===== src/rtl/second_chance_slot_writer_pkg.sv =====
// Shared definitions for the second-chance slot writer: FSM states and
// the flattened (line, slot) ordering that matches the bucket read mux.
package second_chance_slot_writer_pkg;

    typedef enum logic [1:0] {
        IDLE  = 2'd0,
        SCAN  = 2'd1,
        WRITE = 2'd2
    } state_e;

    function automatic int idx_width(input int n);
        return (n > 1) ? $clog2(n) : 1;
    endfunction

    function automatic int flat_idx(input int line, input int slot, input int bucket_size);
        return line * bucket_size + slot;
    endfunction

endpackage


===== src/rtl/second_chance_slot_writer_lowest_set_onehot.sv =====
// Lowest-set-bit finder: one-hot of the lowest set bit, its index and an
// any-set flag.
module lowest_set_onehot
    import second_chance_slot_writer_pkg::*;
#(
    parameter int WIDTH = 4,
    localparam int IW = idx_width(WIDTH)
) (
    input  logic [WIDTH-1:0] vec_i,
    output logic [WIDTH-1:0] onehot_o,
    output logic [IW-1:0]    idx_o,
    output logic             any_o
);

    assign onehot_o = vec_i & (~vec_i + WIDTH'(1));
    assign any_o    = |vec_i;

    // Walk downward so the lowest set bit is the last one written.
    always_comb begin
        idx_o = '0;
        for (int i = WIDTH - 1; i >= 0; i--) begin
            if (vec_i[i]) begin
                idx_o = IW'(i);
            end
        end
    end

endmodule


===== src/rtl/second_chance_slot_writer.sv =====
// Chooses the write slot for one insert: lowest free slot, else a victim
// picked by a second-chance clock hand; emits a one-hot write pulse.
module second_chance_slot_writer
    import second_chance_slot_writer_pkg::*;
#(
    parameter int DATA_WIDTH  = 32,
    parameter int BUCKET_SIZE = 1,
    parameter int DATA_LINES  = 4,
    localparam int N     = DATA_LINES * BUCKET_SIZE,
    localparam int IDX_W = idx_width(N)
) (
    input  logic                                   clk,
    input  logic                                   reset,
    input  logic                                   in_valid,
    output logic                                   in_ready,
    input  logic [DATA_WIDTH-1:0]                  in_data,
    input  logic [DATA_LINES-1:0][BUCKET_SIZE-1:0] slot_valid,
    input  logic [DATA_LINES-1:0][BUCKET_SIZE-1:0] slot_ref,
    output logic [DATA_WIDTH-1:0]                  wr_data,
    output logic [DATA_LINES-1:0][BUCKET_SIZE-1:0] wr_en,
    output logic [DATA_LINES-1:0][BUCKET_SIZE-1:0] clr_ref,
    output logic                                   evict,
    output logic [IDX_W-1:0]                       victim_idx,
    output logic [1:0]                             dbg_state,
    output logic [IDX_W-1:0]                       dbg_hand
);

    // Handshake: an insert is taken on a clock edge where in_valid && in_ready;
    // in_ready is high only in IDLE, and the source holds its request until then.

    state_e                state_q, state_d;
    logic [IDX_W-1:0]      hand_q, hand_d;
    logic [DATA_WIDTH-1:0] data_q, data_d;
    logic [N-1:0]          valid_snap_q, valid_snap_d;
    logic [N-1:0]          ref_snap_q, ref_snap_d;
    logic [DATA_WIDTH-1:0] wr_data_q, wr_data_d;
    logic [N-1:0]          wr_en_q, wr_en_d;
    logic [N-1:0]          clr_ref_q, clr_ref_d;
    logic                  evict_q, evict_d;
    logic [IDX_W-1:0]      victim_idx_q, victim_idx_d;

    logic [N-1:0]          valid_flat, ref_flat;
    logic [N-1:0]          free_onehot;
    logic [IDX_W-1:0]      free_idx;
    logic                  free_any;
    logic [IDX_W-1:0]      hand_inc;
    logic [N-1:0]          target_oh;
    logic [IDX_W-1:0]      target_idx;
    logic                  evict_dec;

    always_comb begin
        valid_flat = '0;
        ref_flat   = '0;
        for (int i = 0; i < DATA_LINES; i++) begin
            for (int j = 0; j < BUCKET_SIZE; j++) begin
                valid_flat[flat_idx(i, j, BUCKET_SIZE)] = slot_valid[i][j];
                ref_flat[flat_idx(i, j, BUCKET_SIZE)]   = slot_ref[i][j];
            end
        end
    end

    lowest_set_onehot #(.WIDTH(N)) u_free (
        .vec_i    (~valid_snap_q),
        .onehot_o (free_onehot),
        .idx_o    (free_idx),
        .any_o    (free_any)
    );

    assign hand_inc = (hand_q == IDX_W'(N - 1)) ? '0 : hand_q + IDX_W'(1);

    always_comb begin
        state_d      = state_q;
        hand_d       = hand_q;
        data_d       = data_q;
        valid_snap_d = valid_snap_q;
        ref_snap_d   = ref_snap_q;
        wr_data_d    = wr_data_q;
        victim_idx_d = victim_idx_q;
        wr_en_d      = '0;
        clr_ref_d    = '0;
        evict_d      = 1'b0;
        target_oh    = '0;
        target_idx   = '0;
        evict_dec    = 1'b0;
        case (state_q)
            IDLE: begin
                if (in_valid) begin
                    data_d       = in_data;
                    valid_snap_d = valid_flat;
                    ref_snap_d   = ref_flat;
                    state_d      = SCAN;
                end
            end
            SCAN: begin
                if (free_any) begin
                    target_oh  = free_onehot;
                    target_idx = free_idx;
                    state_d    = WRITE;
                end else if (ref_snap_q[hand_q]) begin
                    ref_snap_d[hand_q] = 1'b0;
                    hand_d             = hand_inc;
                end else begin
                    target_oh  = N'(1) << hand_q;
                    target_idx = hand_q;
                    evict_dec  = 1'b1;
                    hand_d     = hand_inc;
                    state_d    = WRITE;
                end
            end
            WRITE: state_d = IDLE;
            default: state_d = IDLE;
        endcase

        if (state_d == WRITE) begin
            wr_en_d      = target_oh;
            wr_data_d    = data_q;
            victim_idx_d = target_idx;
            evict_d      = evict_dec;
        end
        // Look ahead one edge so the registered clr_ref lines up with the SCAN cycle that skips.
        if (state_d == SCAN && (&valid_snap_d) && ref_snap_d[hand_d]) begin
            clr_ref_d = N'(1) << hand_d;
        end
    end

    always_ff @(posedge clk) begin
        if (reset) begin
            state_q      <= IDLE;
            hand_q       <= '0;
            data_q       <= '0;
            valid_snap_q <= '0;
            ref_snap_q   <= '0;
            wr_data_q    <= '0;
            wr_en_q      <= '0;
            clr_ref_q    <= '0;
            evict_q      <= 1'b0;
            victim_idx_q <= '0;
        end else begin
            state_q      <= state_d;
            hand_q       <= hand_d;
            data_q       <= data_d;
            valid_snap_q <= valid_snap_d;
            ref_snap_q   <= ref_snap_d;
            wr_data_q    <= wr_data_d;
            wr_en_q      <= wr_en_d;
            clr_ref_q    <= clr_ref_d;
            evict_q      <= evict_d;
            victim_idx_q <= victim_idx_d;
        end
    end

    assign in_ready   = (state_q == IDLE);
    assign wr_data    = wr_data_q;
    assign wr_en      = wr_en_q;
    assign clr_ref    = clr_ref_q;
    assign evict      = evict_q;
    assign victim_idx = victim_idx_q;
    assign dbg_state  = state_q;
    assign dbg_hand   = hand_q;

endmodule


===== config.mk =====
export PLATFORM = sky130hd
export DESIGN_NAME = second_chance_slot_writer
export DESIGN_NICKNAME = d
export VERILOG_FILES = /design/src/rtl/second_chance_slot_writer_pkg.sv /design/src/rtl/second_chance_slot_writer_lowest_set_onehot.sv /design/src/rtl/second_chance_slot_writer.sv
export SDC_FILE = /design/constraint.sdc
export NUM_CORES = 1
export LEC_CHECK = 0
export ABC_AREA = 1
export BUFFER_PORTS_ARGS = -buffer_cell sky130_fd_sc_hd__buf_4
export CELL_PAD_IN_SITES_DETAIL_PLACEMENT = 1
export CELL_PAD_IN_SITES_GLOBAL_PLACEMENT = 2
export CORE_UTILIZATION = 30
export CTS_CLUSTER_SIZE = 20
export DETAILED_ROUTE_END_ITERATION = 7
export PLACE_DENSITY_LB_ADDON = 0.2
export SLEW_MARGIN = 25
export SYNTH_ARGS = -nofsm -noshare
export SYNTH_HDL_FRONTEND = slang
export SYNTH_SLANG_ARGS = --single-unit

===== constraint.sdc =====
create_clock -name clk -period 1.65 [get_ports clk]
set_input_delay 0.165 -clock clk [delete_from_list [all_inputs] [get_ports clk]]
set_output_delay 0.165 -clock clk [all_outputs]
set_load 0.01 [all_outputs]

After elaboration in Yosys (flattened, before gate mapping)
Cells that the tools add are included.
Word-level totals
  register bits: 87
  output and inout port bits: 48
  word-level logic and storage cells: 68
Operators by class
  add/subtract/negate cells: 2
  reduce and logical (&&, ||, !) cells: 10
  bitwise gates (word level): 8
  multiplexer cells: 29
  eq/ne operators: 4
  $lt $le $gt $ge: 3
  shift-type cells: 2
Operators with widths (number)
  4-bit two-way mux: 7
  2-bit two-way mux: 13
  4-bit inverter: 3
  4-bit bitwise AND: 2
  4-bit one-hot mux with 2 select lines: 1
  1-bit by 2-bit left shift with 4-bit output (first input constant): 2
  7-bit OR reduction: 1
  2-bit by 3-bit < comparator with 1-bit output (second input constant): 2
  4-bit by 1-bit adder with 4-bit output (second input constant): 1
  1-bit binary-select mux with 2-bit select: 2
  2-bit by 1-bit equality test with 1-bit output (second input constant): 2
  2-bit equality test (second input constant): 2
  1-bit two-way mux: 4
  2-bit one-hot mux with 2 select lines: 1
  4-bit AND reduction: 1
  4-bit OR reduction: 1
  1-bit logical AND: 3
  1-bit inverter: 3
  3-bit OR reduction: 1
  2-bit by 1-bit adder with 2-bit output (second input constant): 1
  1-bit demux with 2-bit select: 1
  2-bit by 1-bit greater-or-equal comparator with 1-bit output (second input constant): 1
  2-bit zero test: 1
  2-bit AND reduction: 1
  2-bit OR reduction: 1

Longest topological paths before layout
Gate-level depths: netlist (run 1).
  depth after elaboration: 14
  depth in mapped cells: 11
  depth with buffers taken out: 11

By module
From an unflattened synthesis (run 1), not the netlist that was laid out.
Second synthesis, totals
  cells, all modules: 449
  area total of the unflattened synthesis: 3394.5 µm²
By module, submodules not included
  second_chance_slot_writer: seq. area each 1741.7 µm², times used 1, area each 3329.4 µm², cells an instance 434
  lowest_set_onehot: seq. area each 0.0 µm², times used 1, area each 65.1 µm², cells an instance 15

Least setup slack after synthesis (run 1)
No wires, ideal clock.
  path kind: register to register
  from: reg hand_q[0] (netlist: dbg_hand[0])
  to: reg wr_data_q[12] (netlist: wr_data[12])
  buffers on the path: 2
  slack: 0.112 ns
  cell stages (with the launch flop): 8
  data arrival time: 1.392 ns
  clock period less this slack: 1.538 ns
  path through: dfxtp_1 -> nand2_1 -> nand3_1 -> nand2_2 -> a21oi_4 -> buf_6 -> buf_4 -> a211oi_2
Between the ends
  longest elaborated chain between the ends: 6
Ends and longest elaborated chain
  start, declared: RTL line second_chance_slot_writer.sv:32  | logic [IDX_W-1:0] hand_q, hand_d;
  start signal, assigned: RTL line second_chance_slot_writer.sv:140  | hand_q <= hand_d;
  1-bit binary-select mux with 2-bit select: RTL line second_chance_slot_writer.sv:99  | end else if (ref_snap_q[hand_q]) begin
  1-bit two-way mux (not written as such): RTL line second_chance_slot_writer.sv:99
  2-bit two-way mux: RTL line second_chance_slot_writer.sv:99
  2-bit two-way mux: RTL line second_chance_slot_writer.sv:95  | if (free_any) begin
  2-bit one-hot mux with 2 select lines: RTL line second_chance_slot_writer.sv:85  | case (state_q)
  2-bit equality test: RTL line second_chance_slot_writer.sv:114  | if (state_d == WRITE) begin
  end signal, assigned: RTL line second_chance_slot_writer.sv:144  | wr_data_q <= wr_data_d;
  end, declared: RTL line second_chance_slot_writer.sv:36  | logic [DATA_WIDTH-1:0] wr_data_q, wr_data_d;
No other way between the ends. The select of a mux whose other input is x is not followed.
A chain may end at the register's enable or synchronous reset.

Final worst setup path (run 1)
  from: reg valid_snap_q[3]
  to: reg clr_ref_q[2] (netlist: clr_ref[2])
Between the ends
  longest elaborated chain between the ends: 9
  elaborated cells on any way between the ends: 19
Ends and longest elaborated chain
  start, declared: RTL line second_chance_slot_writer.sv:34  | logic [N-1:0] valid_snap_q, valid_snap_d;
  start signal, assigned: RTL line second_chance_slot_writer.sv:142  | valid_snap_q <= valid_snap_d;
  4-bit inverter: RTL line second_chance_slot_writer.sv:63  | .vec_i (~valid_snap_q),
  4-bit OR reduction: RTL line second_chance_slot_writer_lowest_set_onehot.sv:16  | assign any_o = |vec_i;
  4-bit two-way mux or 2-bit two-way mux (tied branches): RTL line second_chance_slot_writer.sv:95
  4-bit one-hot mux with 2 select lines (tied with other cells): RTL line second_chance_slot_writer.sv:85
  1-bit binary-select mux with 2-bit select or 2-bit by 1-bit equality test with 1-bit output (tied branches): RTL line second_chance_slot_writer.sv:121  | if (state_d == SCAN && (&valid_snap_d) && ref_snap_d[hand_d]) begin
  1-bit two-way mux (not written as such) or 1-bit logical AND (tied branches): RTL line second_chance_slot_writer.sv:121
  1-bit logical AND: RTL line second_chance_slot_writer.sv:121
  1-bit inverter (no line)
  2-bit OR reduction (no line)
  end signal, assigned: RTL line second_chance_slot_writer.sv:146  | clr_ref_q <= clr_ref_d;
  end, declared: RTL line second_chance_slot_writer.sv:38  | logic [N-1:0] clr_ref_q, clr_ref_d;
Parallel ways exist; a longest one is shown, timed or not. The select of a mux whose other input is x is not followed.

==> results of run 1 <==
power by group through the flow:
| stage | sequential [uW] | clock [uW] | combinational (uW) |
|---|---|---|---|
| final | 2320 | 2000 | 810 |
| after global routing | 2330 | 2120 | 895 |
| after CTS | 2320 | 2060 | 766 |
| after detailed placement | 2360 | 0 | 760 |
| after global placement | 2360 | 0 | 741 |
| after floorplan | 2380 | 0 | 415 |
metal layers:
metal  part of all wire, %  track usage, %  vias to the layer above
li1                      -               -                     1547
met1                    46            20.9                     1494
met2                    47            27.0                       67
met3                   5.4            4.92                        9
met4                   1.2            6.57                        0
met5                     0               0                        -
worst reg2reg max path, stage by stage, from the launching register on:
cell     delay, ps
dfxtp_1        350
nand2_2        100
nor2_8         170
inv_6           60
nor2_1         160
nand2_1        110
nand2_1         80
nand2_1         60
nand3_1        100
nand3_2        100
nand4_1        130
nor2_1          50
metrics by stage:
stage          utilization (%)  cell area (um^2)  std cells  setup slack, ps  power [uW]
3_5_place_dp              38.9              4430        636            -17.0        3120
3_3_place_gp              38.9              4430        636            -18.3        3100
5_1_grt                   43.6              4950        661            -40.0        5350
4_1_cts                   41.8              4750        651             1.86        5140
6_report                  43.6              4950        661             83.5        5130
2_1_floorplan                -              3490        400              112        2790
sequential cells by signal, indices dropped and copies added (netlist names):
| name | cells |
|---|---|
| dbg_hand | 2 |
| wr_data | 32 |
| ref_snap_q | 4 |
| dbg_state | 2 |
| clr_ref | 4 |
| data_q | 32 |
| wr_en | 4 |
| valid_snap_q | 4 |
| evict | 1 |
| victim_idx | 2 |
worst paths after layout:
kind / from / end / slack (ps)
max: valid_snap_q[3] / clr_ref[2] / 80
min: in_data[18] / data_q[18] / 80
max reg2reg: valid_snap_q[3] / clr_ref[2] / 80
min reg2reg: data_q[0] / data_q[0] / 470
timing repair:
action,CTS,global route
gates resized for setup,7,15
pin swaps,3,9
endpoints found under the setup margin,25,35
setup buffers,2,6
cloned,0,4
kinds of logic after synthesis:
logic type      after synthesis  synth area share, %
compound gates               87                 20.7
buf+inv                      48                 6.57
simple gates                174                 21.3
flops                        87                 49.9
fa+ha+maj                     4                 1.44
final cells by class:
cell class | instances | area (um^2) | area share (%)
inverter | 26 | 110 | 2.22
sequential | 87 | 1750 | 35.3
tap | 143 | 179 | 3.61
multi-input combinational | 265 | 1570 | 31.7
timing repair buffer | 127 | 1060 | 21.4
clock inverter | 3 | 46.3 | 0.935
clock buffer | 10 | 239 | 4.82
placed cells by master (no fill, tap or decap), types with 2 or more instances in the layout:
cell	count
nor2_8	2
a211oi_2	30
buf_12	2
nand4_1	2
inv_6	2
nand2_2	2
clkbuf_16	12
inv_2	3
ha_1	3
o21ai_4	2
nand2_4	4
nand3_1	8
nand3_2	5
inv_1	20
a211oi_1	2
nand2_1	29
a21oi_1	3
o22ai_1	2
o21ai_0	38
buf_6	2
buf_4	119
o21ai_1	2
dfxtp_1	83
nor2_1	119
o31ai_1	2
dfxtp_2	3
==> results.md, run 1 <==
- Worst setup EP type: flip-flop
- Io pins: 91
- Synthesized Nets: roughly 450
- Number of diodes: 0
- Routed WL: just over 10000 um
- Final TNS setup: 0 ps
- Final setup violation count: 0
- Number of synthesized flops with an enable pin: 0
- Routability cong.: around 0.77
- CP Class: flip-flop to flip-flop
- Clk sinks: 87
- Fmax: around 640 MHz
- Die Y: ~110 um
- Layout cells sized above 1: between 30% and 40%
- Ys async rst share: 0%
- Cell count of the worst hold path: 3
- Layout Skew: between 3 and 4 ps
- NumNets Final: around 560
- CP Launch Type: flip-flop
- Largest net degree at the start of global routing: 51
- NetSw: around 1300 uW
- Synthesized cell area: 3490 um^2
- IO buf count: 90
- Cts hold-fix bufs: 0
- Routed Antenna Nets: 0
- Slew Limit Headroom: between 50% and 60%
- CP bufs+invs: 1
- Synth Warn #: 0
- Cell mode on critical path: nand2_1
- Slew Limit Fails: 0
- Status: finished, final reports clean
- Slowest stage delay, CP: 350 ps
- Worst skew pair latency: about 330 ps
- Slew @ Worst Pin: 692 ps
- CP required: around 1900 ps
- CTS Buffer Depth: 2
- Worst R2R Path Depth: 11
- Number of synthesized register bits: 87
- Gr ovfl total: 0
- Die X: about 110 um
- 1st-iter DRT viols: 65
- Synth cell count leaders: nor2_1, dfxtp_1, o21ai_0, a211oi_2, nand2_1
- Netlist cell types: 35
- Clock power frac: between 30% and 40%
- Avg Cell Area, Syn: slightly below 9 um^2
- Worst EP arrival: 1800 ps
- Vias in the first global route: roughly 3100
- Max-cap viol count: 0
- Top FF cell, synth: dfxtp_1
- DR vias: between 3000 and 4000
- Detailed placer's ending HPWL: between 6000 and 7000 um
- Switching share of power: 25.9%
- Final hold violation count: 0
- Internal: 3800 uW
- First-pass GRT wire length: ~15000 um
- Fillers: about 1400
- PD cells: 1040 nW/um^2
- Worst path depth: 11
- Vias per cell: between 4 and 5
- Critical path cell sequence: nand2_2 -> nor2_8 -> inv_6 -> nor2_1 -> nand2_1 -> nand2_1 -> nand2_1 -> nand3_1 -> nand3_2 -> nand4_1 -> nor2_1
- CP top delay family: simple AND/OR/NAND/NOR gates
- Max IR drop VDD: 0.472 mV
- Core area: between 10000 and 15000 um^2
- Initial core utilization: 30.7%
- GRT Resource Usage Total: between 10% and 20%
- Static leakage: roughly 0.0022 uW
- Yosys top cell by area: dfxtp_1
- Min cycle time layout: between 1500 and 2000 ps
- Die Area: 12100 um^2
- Area contributors post-synth: dfxtp_1, nor2_1, a211oi_2
- Crit path max fanout: 5
- Drt wl/cell: approximately 16 um
- Period utilization: between 90% and 100%
- Synth top area share: about half
- TritonCTS clock tree: yes
- H-tree level count: 3
- Comb power frac: between 15 and 20%
- Hold Slack: approximately 83 ps
- Site row count: 39
- Residual DRC: 0
- Crit-path slowest cell: dfxtp_1
- Most common cell in the netlist: nor2_1
- Drt first pass iters: 4
- HP Class: input pin to flip-flop
- Area Overhead vs Synth: 42.1%
- Initial antenna violation count: 0
- CTS buffer count: 9
- CTS root buf: clkbuf_16
- Flop pwr share: a little under half
- Reg clk slew, reported paths: about 60 ps
- Cells after synthesis: 400
- Sequential element share of the synthesized area: around half
Note: power is estimated with default switching activity, not from simulation.
==> inputs of run 2 (changes only) <==
--- a/config.mk
+++ b/config.mk
@@ -9,11 +9,12 @@
 export BUFFER_PORTS_ARGS = -buffer_cell sky130_fd_sc_hd__buf_4
 export CELL_PAD_IN_SITES_DETAIL_PLACEMENT = 1
 export CELL_PAD_IN_SITES_GLOBAL_PLACEMENT = 2
-export CORE_UTILIZATION = 30
+export CORE_UTILIZATION = 29
 export CTS_CLUSTER_SIZE = 20
 export DETAILED_ROUTE_END_ITERATION = 7
 export PLACE_DENSITY_LB_ADDON = 0.2
 export SLEW_MARGIN = 25
 export SYNTH_ARGS = -nofsm -noshare
 export SYNTH_HDL_FRONTEND = slang
+export SYNTH_HIERARCHICAL = 1
 export SYNTH_SLANG_ARGS = --single-unit
==> run 2 against run 1 <==
Against the previous run: first-iteration DRC count shrank 7.7%; die area increased by 0.68%; combinational power fell by 14%; sequential share of layout area grew 1.6 points; critical path type unchanged; critical endpoint is now clr_ref[0]; largest cell class unchanged.
==> results.md, run 2 <==
- Comb power frac: 14.4% (-1.4 points)
- Gr ovfl total: 0 (unchanged)
- NetSw: 1250 uW (-5.6%)
- Synth Area in Adders: 1.47% (+0.039 points)
- Slew Limit Headroom: 80.4% (+26 points)
- PD cells: 1030 nW/um^2 (-0.80%)
- Most common cell in the netlist: nor2_1
- Initial core utilization: 29.7% (-0.94 points)
- Worst setup EP type: flip-flop
- First-pass GRT wire length: 14400 um (-4.3%)
- CP Class: flip-flop to flip-flop
- HP Class: input pin to flip-flop
- Ys async rst share: 0% (unchanged)
- Routability cong.: 0.755 (-1.4%)
- IO buf count: 90 (unchanged)
- Cells after synthesis: 449 (+12%)
- TritonCTS clock tree: yes
- Final Cell Area: 4730 um^2 (-4.5%)
- Switching share of power: 25.8% (-0.093 points)
- GRT Resource Usage Total: 16.1% (-0.62 points)
- Number of diodes: 0 (unchanged)
- Largest net degree at the start of global routing: 68 (+33%)
- Die X: 110 um (+0.34%)
- Total placed instance area: 4310 um^2 (-2.8%)
- Vias per cell: 4.44 (-5.8%)
- Layout cells sized above 1: 30.8% (-8.0 points)
- Core area: 11400 um^2 (+0.43%)
- Period utilization: 96.7% (+1.8 points)
- Final setup violation count: 0 (unchanged)
- Netlist cell types: 26 (-26%)
- NumNets Final: 604 (+7.3%)
- Final hold violation count: 0 (unchanged)
- Max-cap viol count: 0 (unchanged)
- Leading cell type in the layout, fill and taps excluded: nor2_1
- Min cycle time layout: 1600 ps (+29.4 ps)
- Worst skew pair latency: 340 ps (about the same)
- Site row count: 39 (unchanged)
- Status: finished, final reports clean
- Finished Layout Cells: 702 (+6.2%)
- Reg clk slew, reported paths: 60 ps (about the same)
- Avg Cell Area, Syn: 7.56 um^2 (-13%)
- Design Power: 4860 uW (-5.3%)
- DR vias: 3119 (+0.064%)
- Drt wl/cell: 13.5 um (-14%)
- Vias in the first global route: 2981 (-2.6%)
- Synth top area share: 51.3% (+1.4 points)
- Commonest non-fill, non-tap cells in the layout: nor2_1, buf_4, dfxtp_1
- Main combinational cell family by area after synthesis: simple AND/OR/NAND/NOR gates
- Worst Slack Setup Final: 54.1 ps (-29.4 ps)
- Flop pwr share: 48.0% (+2.7 points)
- Initial antenna violation count: 0 (unchanged)
- Io pins: 91 (unchanged)
- Post-placement cell count: 680 (+6.9%)
- Yosys top cell by area: dfxtp_1
- Area share of and/or/nand/nor cells after synthesis: 26.3% (+5.0 points)
- Internal: 3600 uW (-5.1%)
- Area Overhead vs Synth: 39.4%
- Synth cell count leaders: nor2_1, dfxtp_1, o21ai_0, nand2_1, inv_1
- Clock power frac: 37.6% (-1.3 points)
- Synthesized Nets: 496 (+11%)
- Xor-xnor portion of the synthesized cell area: 0.479% (+0.48 points)
- Top FF cell, synth: dfxtp_1
- Post-synthesis mux area share: 0% (unchanged)
- Fmax: 627 MHz (-1.8%)
- Number of synthesized flops with an enable pin: 0 (unchanged)
- Sequential element share of the synthesized area: 51.3% (+1.4 points)
- CP Launch Type: flip-flop
- Clk sinks: 87 (unchanged)
- Die Y: 110 um (+0.34%)
- Crit path max fanout: 5 (unchanged)
- CP required: 1880 ps (about the same)
- Worst EP arrival: 1830 ps (+30 ps)
- Synth Warn #: 6 (+6)
- Static leakage: 0.00220 uW (about the same)
- CTS Buffer Depth: 2 (unchanged)
- CTS root buf: clkbuf_16
- Routed Antenna Nets: 0 (unchanged)
- 1st-iter DRT viols: 60 (-7.7%)
- H-tree level count: 3 (unchanged)
- Layout Skew: 7.47 ps (+4.45 ps)
- Post-Place Setup Slack: -117 ps (-100 ps)
- Detailed placer's ending HPWL: 6430 um (-5.2%)
- Slew @ Worst Pin: 294 ps (-397 ps)
- Hold Slack: 78.8 ps (-3.69 ps)
- Number of synthesized register bits: 87 (unchanged)
- Synthesized cell area: 3390 um^2 (-2.7%)
- RSZ-0062 raised after global routing: yes
- CTS buffer count: 9 (unchanged)
- Area contributors post-synth: dfxtp_1, nor2_1, o21ai_0
- Max IR drop VDD: 0.418 mV (-11%)
- Synth Area in Compound Gates: 13.7% (-7.0 points)
- Routed WL: 9460 um (-9.0%)
- Residual DRC: 0 (unchanged)
- Slew Limit Fails: 0 (unchanged)
- Drt first pass iters: 4 (unchanged)
- Die Area: 12100 um^2 (+0.68%)
run 2: changes by cell type after synthesis, moves of 3 or more:
cell      previous run  this run
nor2_1             120       156
nand3_1             10        17
buf_6                5         1
buf_4                1         4
a211oi_2            30         0
inv_1               20        24
a21oi_1              3         9
o21ai_0             39        72
run 2: timing repair:
action,CTS,global route
resized for setup,12,25
endpoints found under the setup margin,4,42
pin swaps,8,13
hold buffers,0,0
hold endpoints to repair,0,0
setup buffers,6,3
run 2: critical path: stages (launching register included):
cell and delay, ps:
dfxtp_2 320, inv_2 40, nor2_4 130, nand3_4 110
inv_6 110, buf_6 110, nand2_4 40, nor2_2 90
nand3_1 80, nand2_1 80, nand2_2 60, nand3_2 60
nand3_2 60, nand4_1 120, nor2_1 60
run 2: cell families after synthesis:
group | after synthesis
AO/OA/AOI/OAI | 88
XOR/XNOR | 1
adder cells (fa/ha/maj) | 4
buffers and inverters | 53
flip-flops | 87
AND/OR/NAND/NOR | 216
run 2: power by group through the flow:
stage | Combinational, uW | Clock (uW) | Sequential [uW]
5_1_grt | 794 | 1980 | 2350
2_1_floorplan | 360 | 0 | 2390
3_5_place_dp | 688 | 0 | 2380
4_1_cts | 699 | 1880 | 2330
3_3_place_gp | 672 | 0 | 2370
6_report | 700 | 1830 | 2330
run 2: stage by stage:
stage               setup TNS (ps)  util, %
floorplan                        0        -
global placement              -451     37.7
detailed placement            -420     37.7
CTS                              0     40.7
global route                  -298     41.4
finish                           0     41.4
run 2: final timing paths:
check / from / to / slack, ps / cells past startpoint
max: valid_snap_q[2] / clr_ref[0] / 50 / 14
min reg2reg: data_q[7] / data_q[7] / 470 / 2
min: in_data[20] / data_q[20] / 80 / 3
max reg2reg: valid_snap_q[2] / clr_ref[0] / 50 / 14
run 2: area by class of cell:
class,count,area (um^2)
inverter,30,118
fill,1407,6690
clock buffer,11,243
tap,143,179
multi-input combinational,309,1510
clock inverter,2,10.0
timing repair buffer,120,925
sequential,87,1750
run 2: metal layers:
metal | part of all wire (%) | global-route usage (%)
met5 | 0 | 0
met4 | 2.0 | 8.18
met3 | 3.9 | 3.47
met2 | 48 | 26.9
met1 | 46 | 19.6
==> inputs of run 3 (changes only) <==
--- a/config.mk
+++ b/config.mk
@@ -9,10 +9,11 @@
 export BUFFER_PORTS_ARGS = -buffer_cell sky130_fd_sc_hd__buf_4
 export CELL_PAD_IN_SITES_DETAIL_PLACEMENT = 1
 export CELL_PAD_IN_SITES_GLOBAL_PLACEMENT = 2
+export CORE_MARGIN = 2
 export CORE_UTILIZATION = 29
 export CTS_CLUSTER_SIZE = 20
 export DETAILED_ROUTE_END_ITERATION = 7
-export PLACE_DENSITY_LB_ADDON = 0.2
+export PLACE_DENSITY_LB_ADDON = 0.12
 export SLEW_MARGIN = 25
 export SYNTH_ARGS = -nofsm -noshare
 export SYNTH_HDL_FRONTEND = slang
==> run 3 against run 2 <==
Against the previous run: cell area rose by 3.6%; largest cell class unchanged; first-iteration DRC count rose by 80%; non-clock buffer count rose by 9; sequential cell count did not move; power rose by 6.1%; wire length rose by 6.8%; final cell count rose by 1.7%; combinational power rose by 7.9%; register-to-register slack barely moved.
==> results.md, run 3 (synthesis results as in run 2) <==
- Status: finished, final reports clean
- Max IR drop VDD: 0.587 mV (+40%)
- Worst Slack Setup Final: 61.7 ps (+7.56 ps)
- Area Overhead vs Synth: 44.4%
- Met3 GRT Util: 3.89% (+0.42 points)
- CTS buffer count: 9 (unchanged)
- Routed Antenna Nets: 0 (unchanged)
- Min cycle time layout: 1590 ps (-7.56 ps)
- Layout cells sized above 1: 32.7% (+2.0 points)
- Io pins: 91 (unchanged)
- H-tree level count: 3 (unchanged)
- Reg clk slew, reported paths: 70 ps (about the same)
- Worst EP arrival: 1830 ps (about the same)
- Post-placement cell count: 686 (+0.88%)
- Drt wl/cell: 14.1 um (+5.0%)
- HP Class: input pin to flip-flop
- Hold_sp: in_data[11]
- Die Area: 12600 um^2 (+3.7%)
- Worst skew pair latency: 350 ps (about the same)
- Slew @ Worst Pin: 338 ps (+44.0 ps)
- Design Power: 5150 uW (+6.1%)
- Final hold violation count: 0 (unchanged)
- Layer with the highest usage: met2
- Routed WL: 10100 um (+6.8%)
- Crit path max fanout: 4 (-1)
- Slew Limit Headroom: 77.4% (-2.9 points)
- Finished Layout Cells: 714 (+1.7%)
- Critical R2R Launch: dbg_hand[1]
- Core area: 11400 um^2 (unchanged)
- RSZ-0062 raised after global routing: yes
- Residual DRC: 0 (unchanged)
- CP required: 1890 ps (about the same)
- Routability cong.: 0.743 (-1.5%)
- Comb power frac: 14.6% (+0.2 points)
- Largest net degree at the start of global routing: 39 (-43%)
- TritonCTS clock tree: yes
- Vias in the first global route: 3353 (+12%)
- CP Launch Type: flip-flop
- Met1 usage: 20.1% (+0.58 points)
- Multi-input logic area: 1530 um^2 (+0.99%)
- Flop pwr share: 45.1% (-2.9 points)
- PD cells: 1050 nW/um^2 (+2.4%)
- Fmax: 630 MHz (+0.48%)
- Fillers: 1417 (+0.71%)
- CTS root buf: clkbuf_16
- Die X: 112 um (+1.8%)
- Max-cap viol count: 0 (unchanged)
- Final setup violation count: 0 (unchanged)
- NetSw: 1340 uW (+6.8%)
- Die Y: 112 um (+1.8%)
- Post-Place Setup Slack: -110 ps (+6.62 ps)
- Hold Path End: data_q[11]
- CTS Buffer Depth: 2 (unchanged)
- Number of diodes: 0 (unchanged)
- Internal: 3810 uW (+5.8%)
- Worst R2R Path Depth: 11 (-3)
- Switching share of power: 26.0% (+0.18 points)
- Site row count: 39 (unchanged)
- NumNets Final: 613 (+1.5%)
- Initial core utilization: 29.7% (unchanged)
- Total placed instance area: 4350 um^2 (+1.0%)
- Detailed placer's ending HPWL: 6700 um (+4.1%)
- Drt first pass iters: 4 (unchanged)
- Slew Limit Fails: 0 (unchanged)
- Vias per cell: 4.56 (+2.6%)
- Final Cell Area: 4900 um^2 (+3.6%)
- Register Area: 1750 um^2 (about the same)
- GRT Resource Usage Total: 16.2% (+0.046 points)
- First-pass GRT wire length: 16200 um (+12%)
- CP Class: flip-flop to flip-flop
- DR vias: 3254 (+4.3%)
- Commonest non-fill, non-tap cells in the layout: nor2_1, buf_4, dfxtp_1
- Met2 Usage GRT: 26.7% (-0.13 points)
- Gr ovfl total: 0 (unchanged)
- Worst setup EP type: flip-flop
- Clock power frac: 40.2% (+2.6 points)
- Critical path startpoint: dbg_hand[1]
- Register-to-register setup slack: 60 ps (about the same)
- Period utilization: 96.3% (-0.46 points)
- IO buf count: 90 (unchanged)
- Layout Skew: 8.38 ps (+0.903 ps)
- Initial antenna violation count: 0 (unchanged)
- Cts hold-fix bufs: 0 (unchanged)
- Clk sinks: 87 (unchanged)
- Final TNS setup: 0 ps (unchanged)
- Worst R2R End: clr_ref[2]
- Static leakage: 0.00223 uW (+1.6%)
- Cell count of the worst hold path: 3 (unchanged)
- 1st-iter DRT viols: 108 (+80%)
- Leading cell type in the layout, fill and taps excluded: nor2_1
-- run 3: changes by cell type in the layout (fill, tap and decap cells not counted), moves of 3 or more --
cell / delta
buf_6: +4
nand3_1: -3
buf_4: +3
nand3_2: +3
-- run 3: area by class of cell --
cell class,instances,area share [%]
clock buffer,11,4.95
multi-input combinational,309,31.1
sequential,87,35.7
timing repair buffer,129,21.0
clock inverter,5,1.15
inverter,30,2.50
tap,143,3.65
-- run 3: power by group through the flow --
stage,clock (uW),sequential [uW],combinational [uW]
after global placement,0,2370,695
after global routing,2200,2340,855
after floorplan,0,2390,360
final,2070,2330,755
after CTS,2130,2330,723
after detailed placement,0,2370,710
-- run 3: how the worst max path moves through the flow --
stage,to,slack [ps],depth (start not counted)
6_report,clr_ref[2],60,11
4_1_cts,clr_ref[2],-5,11
2_1_floorplan,clr_ref[3],20,12
3_3_place_gp,clr_ref[3],-110,11
3_5_place_dp,clr_ref[2],-110,11
5_1_grt,clr_ref[1],-80,11
-- run 3: critical path, stage by stage (launching register included) --
cell and delay, ps:
dfxtp_2 340, inv_1 160, ha_1 210, inv_1 70, nor2_4 110, nand3_2 110
nand2_1 90, nand2_2 60, nand3_2 70, nand3_2 90, nand4_1 130, nor2_1 50
-- run 3: timing repair --
| item | CTS | global route |
|---|---|---|
| buffers inserted | 4 | 8 |
| pin swaps | 5 | 13 |
| cloned | 0 | 0 |
| resized for setup | 14 | 33 |
| endpoints found under the setup margin | 9 | 38 |
-- run 3: per-stage QoR --
step | util (%) | hold slack, ps
2_1_floorplan | - | 249
3_3_place_gp | 38.1 | 415
3_5_place_dp | 38.1 | 427
4_1_cts | 41.5 | 61.8
5_1_grt | 42.9 | 88.2
6_report | 42.9 | 67.6
-- run 3: metal layers --
metal / vias up / part of all wire (%)
met4: 0 / 2.3
li1: 1658 / -
met2: 72 / 48
met5: - / 0
met3: 15 / 4.8
met1: 1509 / 45
